**config.mk**
```make
export PLATFORM = sky130hd
export DESIGN_NAME = sr_chain_ctrl
export DESIGN_NICKNAME = d
export VERILOG_FILES = /design/src/rtl/sr_chain_ctrl_pkg.sv /design/src/rtl/sr_chain_ctrl_tick.sv /design/src/rtl/sr_chain_ctrl.sv
export SDC_FILE = /design/constraint.sdc
export NUM_CORES = 1
export LEC_CHECK = 0
export ABC_CLOCK_PERIOD_IN_PS = 3700
export CAP_MARGIN = 40
export CORE_MARGIN = 2
export CORE_UTILIZATION = 30
export CTS_BUF_LIST = sky130_fd_sc_hd__clkbuf_8
export DETAILED_ROUTE_END_ITERATION = 10
export PLACE_DENSITY = 0.46
export SKIP_CTS_REPAIR_TIMING = 1
export SYNTH_ARGS = -nofsm -noshare
export SYNTH_HDL_FRONTEND = slang
export SYNTH_HIERARCHICAL = 1
export SYNTH_SLANG_ARGS = --single-unit
```
**constraint.sdc**
```tcl
create_clock -name clk -period 3.7 [get_ports clk]
set_clock_uncertainty 0.2 [all_clocks]
set_input_delay 0.37 -clock clk [delete_from_list [all_inputs] [get_ports clk]]
set_output_delay 0.37 -clock clk [all_outputs]
set_load 0.02 [all_outputs]
```
**src/rtl/sr_chain_ctrl_pkg.sv**
```systemverilog
// Shared definitions for the shift-register chain sequencer: state codes,
// chain width derivation and parameter legality helpers.
package sr_chain_ctrl_pkg;

  localparam logic [2:0] ST_IDLE  = 3'd0;
  localparam logic [2:0] ST_LOAD  = 3'd1;
  localparam logic [2:0] ST_SETUP = 3'd2;
  localparam logic [2:0] ST_LOW   = 3'd3;
  localparam logic [2:0] ST_HIGH  = 3'd4;
  localparam logic [2:0] ST_DONE  = 3'd5;

  function automatic int chain_width(input int nbytes);
    return 8 * nbytes;
  endfunction

  // Cycles busy stays high: load + setup + W sck periods + the done cycle.
  function automatic int xfer_cycles(input int nbytes, input int clkdiv);
    return 2 * clkdiv + 2 * clkdiv * chain_width(nbytes) + 1;
  endfunction

  function automatic bit clkdiv_ok(input int clkdiv);
    return (clkdiv >= 2) && (clkdiv <= 255);
  endfunction

  // One idle cycle is needed between transfers before the next accept.
  function automatic bit period_ok(input int period, input int nbytes, input int clkdiv);
    return period >= xfer_cycles(nbytes, clkdiv) + 1;
  endfunction

endpackage

```
**src/rtl/sr_chain_ctrl_tick.sv**
```systemverilog
// Phase timer: down-counter reloaded with CLKDIV-1, ticking on the last
// cycle of each CLKDIV-long phase while enabled.
module sr_tick_gen #(
  parameter int CLKDIV = 4
) (
  input  logic clk,
  input  logic rst_n,
  input  logic en,
  output logic tick
);

  localparam int CW = $clog2(CLKDIV);
  localparam logic [CW-1:0] RELOAD = CW'(CLKDIV - 1);

  logic [CW-1:0] cnt_reg;

  always_ff @(posedge clk) begin
    if (!rst_n || !en || (cnt_reg == '0)) begin
      cnt_reg <= RELOAD;
    end else begin
      cnt_reg <= cnt_reg - CW'(1);
    end
  end

  assign tick = en && (cnt_reg == '0);

endmodule

```
**src/rtl/sr_chain_ctrl.sv**
```systemverilog
// Load/shift sequencer for a daisy chain of 8-bit shift registers: pulses the
// load line, then clocks W bits out MSB first while capturing the tail's data.
module sr_chain_ctrl
  import sr_chain_ctrl_pkg::*;
#(
  parameter int NBYTES = 2,
  parameter int CLKDIV = 4,
  parameter int PERIOD = 4096
) (
  input  logic                  clk,
  input  logic                  rst_n,
  input  logic                  start,
  input  logic                  auto_en,
  input  logic [8*NBYTES-1:0]   tx_data,
  output logic                  busy,
  output logic                  done,
  output logic [8*NBYTES-1:0]   rx_data,
  output logic                  sr_sck,
  output logic                  sr_ld,
  output logic                  sr_sdo,
  input  logic                  sr_sdi,
  output logic                  sr_stb
);

  localparam int W  = chain_width(NBYTES);
  localparam int BW = $clog2(W);
  localparam int PW = (PERIOD > 2) ? $clog2(PERIOD) : 1;

  if (!clkdiv_ok(CLKDIV)) begin : g_bad_clkdiv
    $error("sr_chain_ctrl: CLKDIV must be within 2..255");
  end
  if (!period_ok(PERIOD, NBYTES, CLKDIV)) begin : g_bad_period
    $error("sr_chain_ctrl: PERIOD shorter than one transfer");
  end

  logic [2:0]    state_reg, state_next;
  logic [W-1:0]  tx_shift_reg, tx_shift_next;
  logic [W-1:0]  rx_shift_reg;
  logic [BW-1:0] bit_cnt_reg;
  logic [PW-1:0] auto_cnt_reg;
  logic          tick, phase_en, auto_fire, accept;

  assign auto_fire = auto_en && (auto_cnt_reg == PW'(PERIOD - 1));
  assign accept    = (state_reg == ST_IDLE) && (start || auto_fire);
  assign phase_en  = (state_reg == ST_LOAD) || (state_reg == ST_SETUP) ||
                     (state_reg == ST_LOW)  || (state_reg == ST_HIGH);

  sr_tick_gen #(.CLKDIV(CLKDIV)) u_tick (
    .clk   (clk),
    .rst_n (rst_n),
    .en    (phase_en),
    .tick  (tick)
  );

  always_comb begin
    state_next    = state_reg;
    tx_shift_next = tx_shift_reg;
    case (state_reg)
      ST_IDLE: begin
        if (accept) begin
          state_next    = ST_LOAD;
          tx_shift_next = tx_data;
        end
      end
      ST_LOAD:  if (tick) state_next = ST_SETUP;
      ST_SETUP: if (tick) state_next = ST_LOW;
      ST_LOW:   if (tick) state_next = ST_HIGH;
      ST_HIGH: begin
        if (tick) begin
          tx_shift_next = {tx_shift_reg[W-2:0], 1'b0};
          state_next    = (bit_cnt_reg == '0) ? ST_DONE : ST_LOW;
        end
      end
      ST_DONE:  state_next = ST_IDLE;
      default:  state_next = ST_IDLE;
    endcase
  end

  // Outputs decode the next state so they are registered yet aligned with it.
  always_ff @(posedge clk) begin
    if (!rst_n) begin
      state_reg    <= ST_IDLE;
      tx_shift_reg <= '0;
      rx_shift_reg <= '0;
      bit_cnt_reg  <= '0;
      auto_cnt_reg <= '0;
      rx_data      <= '0;
      busy         <= 1'b0;
      done         <= 1'b0;
      sr_stb       <= 1'b0;
      sr_sck       <= 1'b1;
      sr_ld        <= 1'b0;
      sr_sdo       <= 1'b0;
    end else begin
      state_reg    <= state_next;
      tx_shift_reg <= tx_shift_next;

      if (state_reg == ST_SETUP) begin
        bit_cnt_reg <= BW'(W - 1);
      end else if ((state_reg == ST_HIGH) && tick && (bit_cnt_reg != '0)) begin
        bit_cnt_reg <= bit_cnt_reg - BW'(1);
      end

      // Sample the tail just before the rising sck edge.
      if ((state_reg == ST_LOW) && tick) begin
        rx_shift_reg <= {rx_shift_reg[W-2:0], sr_sdi};
      end

      if (!auto_en || auto_fire) begin
        auto_cnt_reg <= '0;
      end else begin
        auto_cnt_reg <= auto_cnt_reg + PW'(1);
      end

      if (state_next == ST_DONE) begin
        rx_data <= rx_shift_reg;
      end
      if (state_next == ST_LOW) begin
        sr_sdo <= tx_shift_next[W-1];
      end

      busy   <= (state_next != ST_IDLE);
      done   <= (state_next == ST_DONE);
      sr_stb <= (state_next == ST_DONE);
      sr_sck <= (state_next != ST_LOW);
      sr_ld  <= (state_next == ST_LOAD);
    end
  end

endmodule

```
==> impl_results.md <==
* Chip height at 107 um
* I/O pin total at 43
* Max VDD drop at 0.122 mV
* HPWL Detailed at 4560 um
* Drt first pass iters at 4
* Area of the multi-input gates at 1570 um^2
* WL/cell at 13.0 um
* Worst-path clk slew at 80 ps
* TritonCTS clock tree: done
* Antenna violations before repair at 0
* Worst EP required at 3740 ps
* Storage cell area at 1480 um^2
* Layout cells sized above 1 at 12.1%
* Worst-path maximum fanout at 16
* Remaining antenna violation count at 0
* Setup crit start kind: flip-flop
* Synth Register Bits at 74
* Crit-path cells: nor2_4 -> xnor2_1 -> and2_1 -> and3_1 -> nand2_1 -> nand2_1 -> a21boi_0
* Fin nets at 418
* Fillers at 1090
* Row Count at 37
* DRC violation total after the first TritonRoute iteration at 107
* Vias in the first global route at 2363
* RSZ-0062 raised after global routing: false
* Yosys cell types at 46
* Clock Tree Buf Depth at 2
* Min Tclk post-route at 2790 ps
* Synth warnings at 6
* Max cap viols at 0
* Clk sink count at 74
* Clk_lat worst skew at 350 ps
* Slew headroom at 47.2%
* Max stage delay on crit path at 510 ps
* Syn nets at 383
* Root buf cell: clkbuf_8
* Mapped cell area at 3210 um^2
* Outcome: complete, no violations
* Seq/Total Area, Yosys at 46.1%
* Final setup TNS at 0 ps
* Worst-Margin Slew at 792 ps
* Htree depth at 3
* Vias post-DR at 2488
* Cell mode on critical path: nand2_1
* Placer Congestion at 0.823
* Die area at 11500 um^2
* Synth Instances at 358
* Slew Limit Fails at 0
* CP max-delay cell: dfxtp_1
* Critical Path AT at 2830 ps
* TritonCTS Buffers at 9
* Core ar. at 10400 um^2
* Antenna diodes at 0
* # setup viols final at 0
* Syn_area_per_cell at 8.97 um^2
* DR DRC count at 0
* Leakage at 1.34 nW
* GRT Util Overall at 12.9%
* CP Class: flip-flop to flip-flop
* Hold Crit Class: flip-flop to flip-flop
* Final Hold Viols at 0
* First-pass GRT wire length at 11700 um
* Starting Density at 31.0%
* P&R area growth vs syn at 21.2%
* Setup crit end kind: flip-flop
* Power Dens Cells at 384 nW/um^2
* # port buffers at 42
* Fmax at 0.358 GHz
* Largest net degree at the start of global routing at 34
* Post-DR vias/cell at 4.66
* WL final at 6930 um
* Power, Total at 1.49 mW
* Crit share post-route at 75.5%
* Die Wd at 107 um
* GR Overflow Total at 0
[worst max-delay path: cells and delay by family (launching register included)]
kind            cells  cell delay [ps]
compound gates      1               90
xor+xnor            1              240
flops               1              510
simple gates        5             1650
[logic make-up (layout without fill, tap and decap cells)]
logic type / Yosys count / in the layout / share of synthesized area (%)
adders and majority gates: 4 / 4 / 1.56
DFF: 74 / 74 / 46.1
xor gates and xnor gates: 14 / 14 / 3.82
AOI/OAI and AO/OA: 87 / 87 / 22.8
and+or+nand+nor: 146 / 146 / 20.6
buffers and inverters: 33 / 73 / 5.07
[stage by stage]
step	worst slack (ps)	area [um^2]	hold slack, ps	cells	utilization [%]
2_1_floorplan	1500	3210	193	358	-
3_3_place_gp	980	3710	207	518	35.8
3_5_place_dp	916	3710	211	518	35.8
4_1_cts	896	3890	230	534	37.5
5_1_grt	564	3890	242	534	37.5
6_report	907	3890	233	534	37.5
[where the power goes]
group | internal (mW) | switching, mW
Combinational | 0.0497 | 0.0461
Clock | 0.277 | 0.301
Sequential | 0.810 | 0.00993
Total | 1.14 | 0.357
[cells in the mapped netlist (all sizes together)]
| master | number | share of area (%) |
|---|---|---|
| and3b | 1 | 0.27 |
| nand4b | 2 | 0.55 |
| buf | 10 | 2.4 |
| or2 | 3 | 0.58 |
| clkbuf | 12 | 1.4 |
| a22oi | 14 | 4.7 |
| nor2 | 20 | 2.6 |
| and4 | 1 | 0.27 |
| o211ai | 2 | 0.47 |
| a21boi | 49 | 13 |
| nor2b | 2 | 0.39 |
| dfxtp | 74 | 46 |
| ha | 4 | 1.6 |
| inv | 11 | 1.3 |
| o41ai | 1 | 0.86 |
| a31oi | 1 | 0.19 |
| o21ai | 6 | 0.94 |
| nand3 | 10 | 1.6 |
| and3 | 3 | 0.58 |
| nand3b | 1 | 0.23 |
| nand2b | 2 | 0.39 |
| nand2 | 87 | 10 |
| nor4 | 1 | 0.19 |
| xor2 | 6 | 1.6 |
| a21oi | 7 | 1.3 |
| nand4 | 4 | 0.97 |
| or3b | 1 | 0.27 |
| a311oi | 1 | 0.27 |
| and2 | 4 | 0.78 |
| o21a | 4 | 0.94 |
| o41a | 1 | 0.35 |
| nor3 | 2 | 0.31 |
| or3 | 2 | 0.39 |
| o22ai | 1 | 0.19 |
| xnor2 | 8 | 2.2 |
[layer usage]
metal	share of wire [%]	GRT usage [%]	routed length [um]
met1	50	17.2	3500
met2	43	18.9	2980
met3	4.5	3.75	309
met4	2.0	6.23	139
met5	0	0	0
[worst paths after layout]
| check | end | from | cells after the start | slack [ps] |
|---|---|---|---|---|
| max | rx_data[10]$_SDFFE_PN0N_ | state_reg[1]$_SDFF_PN0_ | 7 | 910 |
| min | u_tick/cnt_reg[0]$_SDFF_PP1_ | u_tick/cnt_reg[0]$_SDFF_PP1_ | 1 | 230 |
| max reg2reg | rx_data[10]$_SDFFE_PN0N_ | state_reg[1]$_SDFF_PN0_ | 7 | 910 |
| min reg2reg | u_tick/cnt_reg[0]$_SDFF_PP1_ | u_tick/cnt_reg[0]$_SDFF_PP1_ | 1 | 230 |
[layout by cell type (no fill, tap or decap), types with 2 or more instances in the layout]
master            n
a22oi_1           5
nand2_1          86
nor2b_1           2
or3_1             2
or2_2             3
a21boi_0         29
and3_1            3
a21boi_1         10
o211ai_1          2
nand3_1          10
o21a_1            4
clkinv_2          2
buf_4             4
a22oi_2           9
nor2_1           19
nor3_1            2
a21oi_1           5
clkdlybuf4s50_1  42
a21boi_2         10
and2_1            4
nand4_1           3
nand2b_1          2
xor2_1            6
inv_1            12
nand4b_1          2
dfxtp_1          74
a21oi_2           2
o21ai_0           5
xnor2_1           8
ha_1              4
clkbuf_8         11
[area by class of cell]
type | count | share of cell area (%)
repair buffers | 46 | 11.6
inverters | 11 | 1.06
clock inverters | 5 | 0.772
well taps | 136 | 4.37
clock buffers | 11 | 3.89
flip-flops and latches | 74 | 38.1
multi-input cells | 251 | 40.3
(Power assumes the default switching activity.)
